$ cat config.mk
export PLATFORM = sky130hd
export DESIGN_NAME = bus_hs_mux
export DESIGN_NICKNAME = d
export VERILOG_FILES = /design/src/rtl/bus_hs_mux.sv
export SDC_FILE = /design/constraint.sdc
export NUM_CORES = 1
export LEC_CHECK = 0
export ABC_AREA = 1
export CORE_AREA = 2 2 118 120
export CTS_CLUSTER_DIAMETER = 200
export DETAILED_ROUTE_END_ITERATION = 16
export DIE_AREA = 0 0 120 122
export PLACE_DENSITY = 0.78
export SLEW_MARGIN = 20
export SYNTH_ARGS = -nofsm -noshare
export SYNTH_HDL_FRONTEND = slang
export SYNTH_SLANG_ARGS = --single-unit
$ cat constraint.sdc
create_clock -name clk -period 2.8 [get_ports clk]
set_clock_uncertainty 0.1 [all_clocks]
set_input_delay 0.56 -clock clk [delete_from_list [all_inputs] [get_ports clk]]
set_output_delay 0.56 -clock clk [all_outputs]
set_load 0.02 [all_outputs]
$ cat src/rtl/bus_hs_mux.sv
// Single-master to SLV_NUM-slave bus with registered valid/ready handshake and address decode.
// Optional: define BUS_TIMEOUT_EN to answer with an error once a slave stalls for TIMEOUT cycles.
module bus_hs_mux #(
    parameter int CPU_WIDTH = 32,
    parameter int SLV_NUM   = 4,
    parameter int SEL_LSB   = 28,
    parameter int TIMEOUT   = 16
) (
    input  logic                         clk,
    input  logic                         rst_n,
    input  logic                         mas_valid,
    input  logic                         mas_we,
    input  logic [CPU_WIDTH-1:0]         mas_addr,
    input  logic [CPU_WIDTH-1:0]         mas_wdata,
    output logic                         mas_ready,
    output logic [CPU_WIDTH-1:0]         mas_rdata,
    output logic                         mas_err,
    output logic [SLV_NUM-1:0]           slv_valid,
    output logic                         slv_we,
    output logic [CPU_WIDTH-1:0]         slv_addr,
    output logic [CPU_WIDTH-1:0]         slv_wdata,
    input  logic [SLV_NUM-1:0]           slv_ready,
    input  logic [SLV_NUM*CPU_WIDTH-1:0] slv_rdata
);

    localparam int SEL_W = $clog2(SLV_NUM);
    localparam logic [SEL_W:0]     SLV_LIMIT = (SEL_W+1)'(SLV_NUM);
    localparam logic [SLV_NUM-1:0] ONE_HOT0  = SLV_NUM'(1);

    if (SLV_NUM < 2 || TIMEOUT < 1) begin : g_bad_params
        $error("bus_hs_mux: SLV_NUM must be >= 2 and TIMEOUT >= 1");
    end

    typedef enum logic [1:0] {IDLE, ACCESS, RESP} state_t;

    state_t               state;
    logic [SEL_W-1:0]     idx;
    logic [SEL_W-1:0]     req_idx;
    logic                 req_ok;
    logic                 sel_ready;
    logic [CPU_WIDTH-1:0] sel_rdata;
    logic                 expired;

    assign req_idx = mas_addr[SEL_LSB +: SEL_W];
    assign req_ok  = {1'b0, req_idx} < SLV_LIMIT;

    // Only the latched slave's ready/rdata matter; stray ready bits from others are ignored.
    always_comb begin
        sel_ready = 1'b0;
        sel_rdata = '0;
        for (int i = 0; i < SLV_NUM; i++) begin
            if (idx == SEL_W'(i)) begin
                sel_ready = slv_ready[i];
                sel_rdata = slv_rdata[i*CPU_WIDTH +: CPU_WIDTH];
            end
        end
    end

`ifdef BUS_TIMEOUT_EN
    localparam int CNT_W = ($clog2(TIMEOUT) + 1 > 8) ? ($clog2(TIMEOUT) + 1) : 8;
    localparam logic [CNT_W-1:0] CNT_LAST = CNT_W'(TIMEOUT - 1);

    logic [CNT_W-1:0] wait_cnt;

    assign expired = (wait_cnt == CNT_LAST);

    // Counter is zero whenever ACCESS is entered; it only advances on stalled cycles.
    always_ff @(posedge clk or negedge rst_n) begin
        if (!rst_n) begin
            wait_cnt <= '0;
        end else if (state != ACCESS) begin
            wait_cnt <= '0;
        end else if (!sel_ready && !expired) begin
            wait_cnt <= wait_cnt + 1'b1;
        end
    end
`else
    assign expired = 1'b0;
`endif

    always_ff @(posedge clk or negedge rst_n) begin
        if (!rst_n) begin
            state     <= IDLE;
            idx       <= '0;
            mas_ready <= 1'b0;
            mas_rdata <= '0;
            mas_err   <= 1'b0;
            slv_valid <= '0;
            slv_we    <= 1'b0;
            slv_addr  <= '0;
            slv_wdata <= '0;
        end else begin
            mas_ready <= 1'b0;
            case (state)
                IDLE: begin
                    if (mas_valid) begin
                        slv_we    <= mas_we;
                        slv_addr  <= mas_addr;
                        slv_wdata <= mas_wdata;
                        idx       <= req_idx;
                        if (req_ok) begin
                            slv_valid <= ONE_HOT0 << req_idx;
                            state     <= ACCESS;
                        end else begin
                            mas_rdata <= '0;
                            mas_err   <= 1'b1;
                            mas_ready <= 1'b1;
                            state     <= RESP;
                        end
                    end
                end
                ACCESS: begin
                    // A ready in the expiry cycle takes priority over the timeout.
                    if (sel_ready) begin
                        mas_rdata <= slv_we ? '0 : sel_rdata;
                        mas_err   <= 1'b0;
                        mas_ready <= 1'b1;
                        slv_valid <= '0;
                        state     <= RESP;
                    end else if (expired) begin
                        mas_rdata <= '0;
                        mas_err   <= 1'b1;
                        mas_ready <= 1'b1;
                        slv_valid <= '0;
                        state     <= RESP;
                    end
                end
                RESP: begin
                    state <= IDLE;
                end
                default: begin
                    state <= IDLE;
                end
            endcase
        end
    end

endmodule

# Yosys cells after proc, flatten, opt, wreduce, memory -nomap -nowiden
# Cells that the tools add are included.
classes:
  add_sub_neg: 0
  mul: 0
  div: 0
  magnitude_cmp: 0
  eq_ne: 6
  shifts: 1
  muxes: 17
  bitwise_logic: 0
  n_reduce_logical: 7
op_table:
  columns: ["op", "n"]
  rows:
  - ["32-bit two-way mux", 5]
  - ["4-bit two-way mux", 2]
  - ["4-bit case mux with 2 select lines", 1]
  - ["1-bit two-way mux", 6]
  - ["2-bit AND reduction", 3]
  - ["2-bit by 1-bit equality test with 1-bit output, second input constant", 2]
  - ["2-bit equality test, second input constant", 2]
  - ["2-bit logical NOT", 2]
  - ["2-bit two-way mux", 2]
  - ["2-bit inequality test, second input constant", 2]
  - ["2-bit case mux with 2 select lines", 1]
  - ["1-bit by 2-bit left shift with 4-bit output, first input constant", 1]
  - ["3-bit AND reduction", 1]
  - ["2-bit nonzero test", 1]
totals:
  register_bits: 106
  latchBits: 0
  ramBits: 0
  romBits: 0
  in_bits: 200
  output_inout_bits: 103
  wordCells: 39
  memories: 0

# Logic depth before layout (Yosys ltp)
logic_depth:
  word_depth: 7
  mapped_depth: 9
  mapped_depth_nobuf: 7

# Worst setup path after synthesis
# Ideal clock, no wire load.
synth_path:
  path_kind: "reg2reg"
  startpoint: "register slv_addr[29] (netlist name)"
  endpoint: "register slv_valid[0]"
  setup_ps: 117
  t_arrival_ps: 1433
  required_ps: 2583
  setup_slack_ps: 1150
  stages_incl_launch_ff: 9
  n_path_buf: 2
  period_less_slack_ps: 1650
  cell_sequence: "dfrtp_1 buf_4 nand2_2 or2_1 nand3_2 buf_6 nand2_1 nand2_1 nand2_1"
synth_rtl:
  columns: ["element", "line", "text"]
  rows:
  - ["end signal: assignment", "102", "slv_valid <= ONE_HOT0 << req_idx;"]
  - ["end: declaration", "18", "output logic [SLV_NUM-1:0] slv_valid,"]

# Worst setup path after layout
layout_path:
  startpoint: "register slv_addr[28]"
  endpoint: "output slv_addr[28]"
layout_rtl:
  columns: ["element", "line", "text"]
  rows:
  - ["start: declaration", "20", "output logic [CPU_WIDTH-1:0] slv_addr,"]
  - ["start signal: assignment", "98", "slv_addr <= mas_addr;"]
# No word-level cell between the ends.

==> impl_metrics.json <==
{
  "worstPathCellList": "clkdlybuf4s50_1",
  "ir_drop_uv": 415.3,
  "finalHoldViolations": 0,
  "n_fill_cell": 1135,
  "cap_violations": 0,
  "drive_above_1_share": 0.1145,
  "yosysWarnings": 0,
  "ys_types": 22,
  "maxSlewHeadroom": 0.6587,
  "initial_core_util": 0.3757,
  "postSynthAreaPerCell_um2": 8.658,
  "layout.nets": 1077,
  "clockPowerShare": 0.151,
  "grt_max_degree": 47,
  "hpwl_um": 12530,
  "p_int_mw": 5.417,
  "multiInputGateArea_mm2": 0.002136,
  "synth_most_common_cell": "nand2_1",
  "setup_viol": 0,
  "io_buffers": 301,
  "cts_buffer_depth": 2,
  "pwr-share-comb": 0.568,
  "gp_congestion": 0.7799,
  "arrival_ps": 1580,
  "design_area_mm2": 0.008618,
  "io_pins": 303,
  "dr.pass1.iters": 4,
  "seqPwrFrac": 0.281,
  "cts_hold_buffers": 0,
  "postPlaceCellArea_mm2": 0.008289,
  "fin_tns_setup_ps": 0,
  "cpPeakStageDelay_ps": 700,
  "required_ps": 2140,
  "synth_ff_type": "dfrtp_1",
  "ff_latch_area_mm2": 0.002603,
  "cts_inserted_buffers": 9,
  "rsz0062_at_grt": "no",
  "status": "completed",
  "tightest_slew_ps": 510.7,
  "grt-ovfl-total": 0,
  "ys_seq_area_frac": 0.5129,
  "p_per_area_mw_per_mm2": 1054,
  "synth-edff-count": 0,
  "routedWlPerCell_um": 15.31,
  "slew_viol_final": 0,
  "slowest_stage": "clkdlybuf4s50_1",
  "htree_levels": 3,
  "clock.fmax_mhz": 446.7,
  "fin_crit_ps": 2239,
  "synth_top_area_frac": 0.5129,
  "ant_nets": 0,
  "die_w_um": 120,
  "syn_inst": 586,
  "r2r-start": "slv_addr[28]$_DFFE_PN0P_",
  "clock_sinks": 104,
  "remaining_drc_errors": 0,
  "fin_hold_ws_ps": 59.76,
  "syn_nets": 786,
  "fin_crit_sh": 0.7995,
  "syn_to_final_growth_pct": 69.86,
  "start_kind": "register",
  "worstPathMaxFanout": 7,
  "vias_per_cell": 4.638,
  "num_vias": 4930,
  "cts-resized-gates": 0,
  "async_reset_ff_frac": 1.000,
  "die_y_um": 122,
  "hp-class": "input pin to async pin",
  "drtIter0Drc": 216,
  "synth_area_mm2": 0.005074,
  "yosys_register_bits": 104,
  "ctsRootBufferMaster": "clkbuf_16",
  "fp.coreArea_mm2": 0.01350,
  "cp-startpoint": "slv_addr[28]$_DFFE_PN0P_",
  "crit_type": "register to primary output",
  "grt_pass1_wl_um": 25650,
  "rows": 43,
  "synth_top_area_cell": "dfrtp_1",
  "antenna_found_initial": 1,
  "cts_setup_buffers": 0,
  "switching_share": 0.4039,
  "cts_tree": "yes",
  "dieArea_mm2": 0.01464,
  "path_clk_slew_ps": 70,
  "grtUsageTotal": 0.2259,
  "synth_area_leaders": "dfrtp_1, mux2_2, nand2_1, nor2_1, nand3_1",
  "grt_pass1_vias": 4893,
  "critical-path-top-delay-family": "buffers and inverters",
  "yosys-top-cells-count": "nand2_1, dfrtp_1, nor2_1, mux2_2, inv_1",
  "power_switching_mw": 3.670,
  "wirelength_um": 16270,
  "endpoint_kind": "primary output",
  "critPathBufInv": 1,
  "power_leakage_nw": 3.869,
  "worstSkewPairLatency_ps": 340
}
## registers in the layout, indices dropped and copies added (netlist names)
register and cells:
state 2, slv_wdata 32, slv_addr 32, mas_ready 1, mas_rdata 32, slv_valid 4, slv_we 1
## worst paths after layout
check / to / slack, ps / cells past startpoint
max: slv_addr[28] / 560 / 1
min: slv_addr[17]$_DFFE_PN0P_ / 60 / 1
max reg2reg: slv_valid[1]$_DFFE_PN0P_ / 750 / 8
min reg2reg: mas_rdata[7]$_DFFE_PN0P_ / 390 / 2
max in group asynchronous: mas_rdata[12]$_DFFE_PN0P_ / 1820 / 2
min in group clk: mas_rdata[7]$_DFFE_PN0P_ / 390 / 2
## power groups by stage
stage	logic [mW]	registers (mW)	clock network (mW)
3_3_place_gp	5.14	2.56	0
5_1_grt	5.65	2.64	1.47
3_5_place_dp	5.22	2.58	0
6_report	5.16	2.55	1.37
4_1_cts	5.24	2.56	1.40
2_1_floorplan	2.10	3.36	0
## cell families (layout without fill, tap and decap cells)
kind of cell | after synthesis | count (layout) | synth area share
flops | 104 | 104 | 0.5129
simple gates | 282 | 282 | 0.2242
compound gates | 55 | 55 | 0.05475
other cells | 1 | 2 | 0.0007391
buf+inv | 81 | 377 | 0.06757
mux | 63 | 63 | 0.1398
## worst reg2reg max path, cell delays in order, from the launching register on
cell and delay, ps:
dfrtp_1 540, buf_4 340, nand2_2 80, or2_1 250, nand3_2 110, buf_12 200, nand2_1 170, nand2_1 100
nand2_1 50
## per-stage QoR
| step | setup WS, ps | total power, mW | cells | util |
|---|---|---|---|---|
| floorplan | 1150 | 5.462 | 586 | - |
| global placement | 637.4 | 7.704 | 1046 | 0.6138 |
| detailed placement | 623.1 | 7.803 | 1046 | 0.6138 |
| CTS | 546.5 | 9.200 | 1062 | 0.6380 |
| global route | 521.7 | 9.755 | 1063 | 0.6382 |
| finish | 561.4 | 9.087 | 1063 | 0.6382 |
## placed cells by master, fill, tap and decap left out, types with 2 or more instances in the layout
cell and instances:
bufinv_16 2, mux2_2 63, dfrtp_1 104, o21ai_1 28, inv_1 44, buf_4 12
buf_12 3, o21ai_0 25, clkdlybuf4s50_1 300, nor2_4 2, clkbuf_16 9, nor3_1 4
nor2_1 65, inv_2 2, nand3_1 38, nand2_1 169
## cell type report
class	instances	area share
Timing Repair Buffer	315	0.3659
Sequential cell	104	0.3020
Multi-Input combinational cell	401	0.2478
Clock inverter	7	0.01176
Inverter	46	0.02003
Tap cell	180	0.02613
Clock buffer	9	0.02613
Antenna cell	1	0.0002904
## layer usage
metal | share of wire | global-route usage | vias to the layer above | wire, um
met4 | 0.034 | 0.1029 | 0 | 559
met3 | 0.082 | 0.06929 | 34 | 1340
met1 | 0.38 | 0.2628 | 2251 | 6248
met5 | 0 | 0 | - | 0
met2 | 0.50 | 0.3832 | 202 | 8121
li1 | - | - | 2443 | -
(Power assumes the default switching activity.)
